<file path="src/rtl/pipe_ctrl_pkg.sv">
// Shared definitions for the core pipeline control block.
// Holds the stall-vector codes, the controller FSM states and the load writeback select.
// Contains only constants and types; there is no logic, latency or backpressure here.
package pipe_ctrl_pkg;

  // Stall vectors are prefix-shaped: every stage upstream of the bubble holds as well.
  localparam logic [5:0] STALL_NONE = 6'b000000;
  localparam logic [5:0] STALL_ID   = 6'b000111;
  localparam logic [5:0] STALL_EX   = 6'b001111;
  localparam logic [5:0] STALL_MEM  = 6'b011111;

  // Writeback select value that marks a load (result comes from data memory).
  localparam logic [1:0] WB_MEM = 2'b00;

  typedef enum logic [1:0] {
    RUN      = 2'b00,
    EX_BUSY  = 2'b01,
    MEM_WAIT = 2'b10
  } ctrl_state_t;

endpackage

</file>
<file path="src/rtl/pipe_hazard_det.sv">
// Load-use hazard detector: the ID instruction reads a register that a load in EX writes.
// Purely combinational, zero latency.
// Has no flow control; the caller masks the result while deeper stalls or flushes are active.
module pipe_hazard_det
  import pipe_ctrl_pkg::*;
(
  input  logic [4:0] id_rs1,
  input  logic [4:0] id_rs2,
  input  logic       id_use_rs1,
  input  logic       id_use_rs2,
  input  logic [4:0] ex_rd,
  input  logic       ex_RegWEn,
  input  logic [1:0] ex_WBSel,
  output logic       lu_hazard
);

  logic ex_is_load;
  logic rs1_hit;
  logic rs2_hit;

  // x0 is hard-wired zero, so a load targeting it never creates a dependency.
  assign ex_is_load = ex_RegWEn & (ex_WBSel == WB_MEM) & (ex_rd != 5'd0);
  assign rs1_hit    = id_use_rs1 & (id_rs1 == ex_rd);
  assign rs2_hit    = id_use_rs2 & (id_rs2 == ex_rd);
  assign lu_hazard  = ex_is_load & (rs1_hit | rs2_hit);

endmodule

</file>
<file path="src/rtl/pipe_stall_ctrl.sv">
// Pipeline control: stall vector, flush strobes, EX multi-cycle and dmem wait sequencing.
// Outputs are combinational from registered state plus current inputs (same-cycle response).
// Deepest stall wins (MEM > EX > ID); a redirect is held pending until EX/MEM is free to move.
module pipe_stall_ctrl
  import pipe_ctrl_pkg::*;
#(
  parameter int EX_LAT      = 4,
  parameter int MEM_TIMEOUT = 64,
  parameter int CNT_W       = 16
) (
  input  logic             clk,
  input  logic             rst_n,
  input  logic [4:0]       id_rs1,
  input  logic [4:0]       id_rs2,
  input  logic             id_use_rs1,
  input  logic             id_use_rs2,
  input  logic [4:0]       ex_rd,
  input  logic             ex_RegWEn,
  input  logic [1:0]       ex_WBSel,
  input  logic             ex_PCSel,
  input  logic             ex_mc_start,
  input  logic             mem_req,
  input  logic             mem_ready,
  output logic [5:0]       stall,
  output logic             flush_if_id,
  output logic             flush_id_ex,
  output logic             ex_busy,
  output logic             mem_err,
  output logic [CNT_W-1:0] perf_stall_cnt
);

  // ex_cnt holds the number of EX stall cycles still owed after the current one.
  localparam int EXC_W   = (EX_LAT > 1) ? $clog2(EX_LAT + 1) : 1;
  localparam int EX_LOAD = (EX_LAT > 2) ? (EX_LAT - 2) : 0;
  localparam bit EX_EN   = (EX_LAT > 1);
  localparam int MC_W    = (MEM_TIMEOUT > 1) ? $clog2(MEM_TIMEOUT + 1) : 1;

  localparam logic [EXC_W-1:0] EX_LOAD_V = EXC_W'(EX_LOAD);
  localparam logic [MC_W-1:0]  TMO_LAST  = MC_W'(MEM_TIMEOUT - 1);

  ctrl_state_t       state;
  ctrl_state_t       state_nxt;
  logic [EXC_W-1:0]  ex_cnt;
  logic [EXC_W-1:0]  ex_cnt_nxt;
  logic [MC_W-1:0]   mem_cnt;
  logic [MC_W-1:0]   mem_cnt_nxt;
  logic              flush_pend;
  logic              mem_err_q;
  logic [CNT_W-1:0]  perf_q;

  logic              lu_hazard;
  logic              mem_wait;
  logic              mem_tmo;
  logic              mem_stall;
  logic              ex_seq;
  logic              ex_start;
  logic              ex_stall;
  logic              stall_ex_mem;
  logic              flush_req;
  logic              flush_now;
  logic              lu_stall;
  logic [5:0]        stall_code;

  pipe_hazard_det u_hazard (
    .id_rs1     (id_rs1),
    .id_rs2     (id_rs2),
    .id_use_rs1 (id_use_rs1),
    .id_use_rs2 (id_use_rs2),
    .ex_rd      (ex_rd),
    .ex_RegWEn  (ex_RegWEn),
    .ex_WBSel   (ex_WBSel),
    .lu_hazard  (lu_hazard)
  );

  // FSM state register; any reset abandons an in-flight EX or MEM sequence.
  always_ff @(posedge clk) begin
    if (!rst_n) begin
      state <= RUN;
    end else begin
      state <= state_nxt;
    end
  end

  // Stall arbitration, flush timing, counter next values and FSM next state.
  always_comb begin
    mem_wait     = mem_req & ~mem_ready;
    // The wait cycle that would be number MEM_TIMEOUT is released instead of stalled.
    mem_tmo      = mem_wait & (mem_cnt == TMO_LAST);
    mem_stall    = mem_wait & ~mem_tmo;

    // An EX sequence is live in EX_BUSY, or frozen underneath a MEM wait.
    ex_seq       = (state == EX_BUSY) | ((state == MEM_WAIT) & (ex_cnt != '0));
    ex_start     = EX_EN & ex_mc_start & ~ex_seq & ~mem_stall;
    ex_stall     = ~mem_stall & (ex_seq | ex_start);
    stall_ex_mem = mem_stall | ex_stall;

    // A redirect cannot kill IF/ID or ID/EX while those stages are frozen.
    flush_req    = ex_PCSel | flush_pend;
    flush_now    = flush_req & ~stall_ex_mem;
    // The ID instruction is discarded by a flush, so its hazard is moot.
    lu_stall     = lu_hazard & ~stall_ex_mem & ~flush_now;

    stall_code = STALL_NONE;
    if (mem_stall) begin
      stall_code = STALL_MEM;
    end else if (ex_stall) begin
      stall_code = STALL_EX;
    end else if (lu_stall) begin
      stall_code = STALL_ID;
    end

    // The EX countdown only advances when EX/MEM is allowed to move.
    ex_cnt_nxt = ex_cnt;
    if (!mem_stall) begin
      if (ex_start) begin
        ex_cnt_nxt = EX_LOAD_V;
      end else if (ex_cnt != '0) begin
        ex_cnt_nxt = ex_cnt - EXC_W'(1);
      end
    end

    mem_cnt_nxt = mem_stall ? (mem_cnt + MC_W'(1)) : '0;

    state_nxt = RUN;
    if (mem_stall) begin
      state_nxt = MEM_WAIT;
    end else if (ex_cnt_nxt != '0) begin
      state_nxt = EX_BUSY;
    end
  end

  // Counters, pending flush, sticky timeout flag and the stall performance counter.
  always_ff @(posedge clk) begin
    if (!rst_n) begin
      ex_cnt     <= '0;
      mem_cnt    <= '0;
      flush_pend <= 1'b0;
      mem_err_q  <= 1'b0;
      perf_q     <= '0;
    end else begin
      ex_cnt     <= ex_cnt_nxt;
      mem_cnt    <= mem_cnt_nxt;
      flush_pend <= flush_req & stall_ex_mem;
      if (mem_tmo) begin
        mem_err_q <= 1'b1;
      end
      if (stall_code[0]) begin
        perf_q <= perf_q + CNT_W'(1);
      end
    end
  end

  assign stall          = rst_n ? stall_code : STALL_NONE;
  assign flush_if_id    = rst_n & flush_now;
  assign flush_id_ex    = rst_n & flush_now;
  assign ex_busy        = rst_n & (stall_code == STALL_EX);
  assign mem_err        = rst_n & mem_err_q;
  assign perf_stall_cnt = rst_n ? perf_q : '0;

endmodule

</file>
<file path="config.mk">
export PLATFORM = sky130hd
export DESIGN_NAME = pipe_stall_ctrl
export DESIGN_NICKNAME = d
export VERILOG_FILES = /design/src/rtl/pipe_ctrl_pkg.sv /design/src/rtl/pipe_hazard_det.sv /design/src/rtl/pipe_stall_ctrl.sv
export SDC_FILE = /design/constraint.sdc
export NUM_CORES = 1
export LEC_CHECK = 0
export BUFFER_PORTS_ARGS = -buffer_cell sky130_fd_sc_hd__buf_2
export CELL_PAD_IN_SITES_DETAIL_PLACEMENT = 1
export CELL_PAD_IN_SITES_GLOBAL_PLACEMENT = 1
export CORE_MARGIN = 10
export CORE_UTILIZATION = 35
export DETAILED_ROUTE_END_ITERATION = 16
export PLACE_DENSITY_LB_ADDON = 0.25
export RECOVER_POWER = 25
export REMOVE_ABC_BUFFERS = 1
export SKIP_LAST_GASP = 1
export SLEW_MARGIN = 20
export SYNTH_ARGS = -nofsm -noshare
export SYNTH_HDL_FRONTEND = slang
export SYNTH_HIERARCHICAL = 1
export SYNTH_SLANG_ARGS = --single-unit
</file>
<file path="constraint.sdc">
create_clock -name clk -period 6.7 [get_ports clk]
set_clock_uncertainty 0.15 [all_clocks]
set_input_delay 1.005 -clock clk [delete_from_list [all_inputs] [get_ports clk]]
set_output_delay 1.005 -clock clk [all_outputs]
set_load 0.01 [all_outputs]
</file>
==> key figures <==
STA
  • Slew @ Worst Pin: 1.94 ns
  • Period Utilization, post-route: 64.3%
  • Fmax: 0.232 GHz
  • RSZ-0062 raised after global routing: false
  • Final Hold Vio Count: 0
  • Count of final max-slew check failures: 20
  • Setup TNS: 0 ns
  • Post-layout min period: 4.31 ns
  • Headroom to the max-slew limit: -30.5%
  • Setup violations, final: 0

Final layout
  • Layout fillers: 614
  • Final instance area: 2090 sq um
  • Antenna diode count: 0
  • Final nets: 283
  • Area grow syn2layout: 21.6%
  • Finished Layout Cells: 321
  • Layout cells sized above 1: 28.0%

Floorplanning
  • Starting Density: 36.2%
  • Die width: 90.1 um
  • Ports: 52
  • Die ar.: 8120 sq um
  • Std cell rows: 25
  • Die height: 90.1 um
  • Core area: 4750 sq um

Global routing
  • First-pass GRT wire length: 7940 um
  • Initial antenna violation count: 0
  • Remaining Overflow, GRT: 0
  • Largest net degree at the start of global routing: 24
  • Vias in the first global route: 1645
  • Overall routing resource usage: 11.6%

Clock tree
  • CTS tree: built
  • CTS H-tree lvls: 2
  • Clock Latency Late Sink: 0.28 ns
  • Reg clk slew, reported paths: 0.06 ns
  • CTS root buf: clkbuf_8
  • Hold-fix buffers at CTS: 0
  • Number of buffers created by CTS: 5
  • CTS resizes: 0
  • Clock Tree Buf Depth: 2
  • # clock sinks: 30
  • Setup bufs post-CTS: 0

Logic synthesis
  • Primary FF master, synth: dfxtp_1
  • Most frequent cells after synthesis: 30 x dfxtp_1, 26 x nor2_1, 18 x and2_1
  • Seq/Total Area, Yosys: 34.9%
  • EDFF count, synth: 0
  • Synth Warn #: 6
  • Syn Inst Count: 206
  • Ys async rst share: 0%
  • Post-synthesis instance area: 1720 sq um
  • Post-synth top area share: 34.9%
  • Register bit total from synthesis: 30
  • Synth area leader: dfxtp_1
  • Unique masters post-synth: 48
  • Post-Syn Area per Cell: 8.35 sq um
  • Count leader, synth: dfxtp_1
  • Synth top area cells: dfxtp_1 35%, and2_1 6.5%, xnor2_1 6.1%

Drt
  • Routed wire per std cell: 14.5 um
  • Vias per cell: 5.04
  • Post-Route WL: 4660 um
  • Routed vias: 1618
  • Residual DRC: 0
  • Antenna viol nets, final: 0
  • Initial DRC Count: 35
  • Drt pass-1 iters: 6

Run status
  • Failing checks: capacitance limit, slew limit
  • Status: finished with violations

Setup path
  • Worst Setup End Kind: output pin
  • CP peak stage delay: 1.48 ns
  • Setup CP Type: flop to output pin
  • Slowest-stage cell, CP: o21ai_0
  • Worst EP arrival: 3.15 ns
  • Critical Path Fanout Max: 19
  • Req. time, crit path: 5.54 ns
  • Worst setup SP type: flop
  • Cell-by-cell trace of the critical path: ha_1 -> nand4b_1 -> o21ai_0 -> and2_4 -> nor2_1 -> buf_2

Place
  • Post-DP HPWL: 3640 um
  • Placed cell area: 2000 sq um
  • Port bufs: 50
  • GP Congestion: 0.740
  • Cells after DPL: 313

Hold path
  • Type of the most critical hold path: flop to flop

Power and ir drop
  • PD cells: 206 nW/um^2
  • Leak: 0.885 nW
  • VDD IR-drop max: 0.000134 V

Flow run
  • Maxcap violations: 1
==> layout make-up <==
cell class                 instances  area (sq um)  area share (%)
inverter                           7          26.3            1.26
sequential                        30           601            28.7
multi-input combinational        159          1040            49.6
tap                               67          83.8            4.01
clock inverter                     2          12.5           0.598
clock buffer                       6          82.6            3.95
timing repair buffer              50           249            11.9
==> per-stage QoR <==
stage                     utilization (%)  worst slack [ns]  power [mW]  hold WS, ns
after floorplan                         -              2.87       0.256        0.268
after global placement               42.1              2.47       0.285        0.278
after detailed placement             42.1              2.45       0.287        0.293
after CTS                            44.1              2.41       0.441        0.311
after global routing                 44.0              2.13       0.460        0.334
final                                44.0              2.39       0.432        0.305
==> report_power, final <==
| part | leakage (nW) | switching (mW) | internal, mW |
|---|---|---|---|
| Combinational | 0.594 | 0.0495 | 0.0372 |
| Clock | 0.0472 | 0.0672 | 0.0823 |
| Sequential | 0.244 | 0.00828 | 0.187 |
| Total | 0.885 | 0.125 | 0.307 |
==> worst max-delay path, delay by kind of cell (launching register included) <==
kind,cells,cell delay [ns]
compound gates,1,1.48
fa+ha+maj,1,0.24
buf+inv,1,0.18
simple gates,3,0.61
flops,1,0.35
==> state kept, by name (all words and copies together), names as in the netlist <==
register,count
ex_cnt,3
flush_pend,1
mem_cnt,7
mem_err_q,1
perf_q,16
state,2
==> layout by cell type, fill, tap and decap left out, types with 2 or more instances in the layout <==
master     instances
and2_1            18
and3_1             2
a211oi_1           4
a2111oi_0          2
clkbuf_8           6
a31oi_1            3
o21ai_0            6
buf_2             49
nand3_1           10
nand2_1           11
nand4_1            5
ha_1               4
xnor2_1           12
a21oi_1           14
nor2_1            26
dfxtp_1           30
xor2_1            11
inv_1              7
nor4_1             2
or4_1              2
==> routing by layer <==
layer	GRT usage [%]	vias up	part of all wire [%]
met5	0	-	0
met4	3.18	0	0.99
met3	3.33	5	4.2
met2	19.5	44	47
met1	14.0	767	48
li1	-	802	-
==> final timing paths <==
path,start,endpoint,slack (ns),depth (start not counted)
worst min register to register,mem_cnt[0],mem_cnt[0],0.30,1
worst min-delay path,mem_cnt[0],mem_cnt[0],0.30,1
worst max-delay path,mem_cnt[0],stall[1],2.39,6
worst max register to register,mem_cnt[0],perf_q[8],3.28,6
==> cell families after synthesis <==
kind of cell | share of synthesized area (%)
muxes | 1.53
other | 0.218
buffers and inverters | 4.58
and+or+nand+nor | 29.6
xor gates and xnor gates | 11.7
AOI/OAI and AO/OA | 14.5
adders and majority gates | 2.91
DFF | 34.9
No activity file was read; power rests on OpenSTA's default activity.
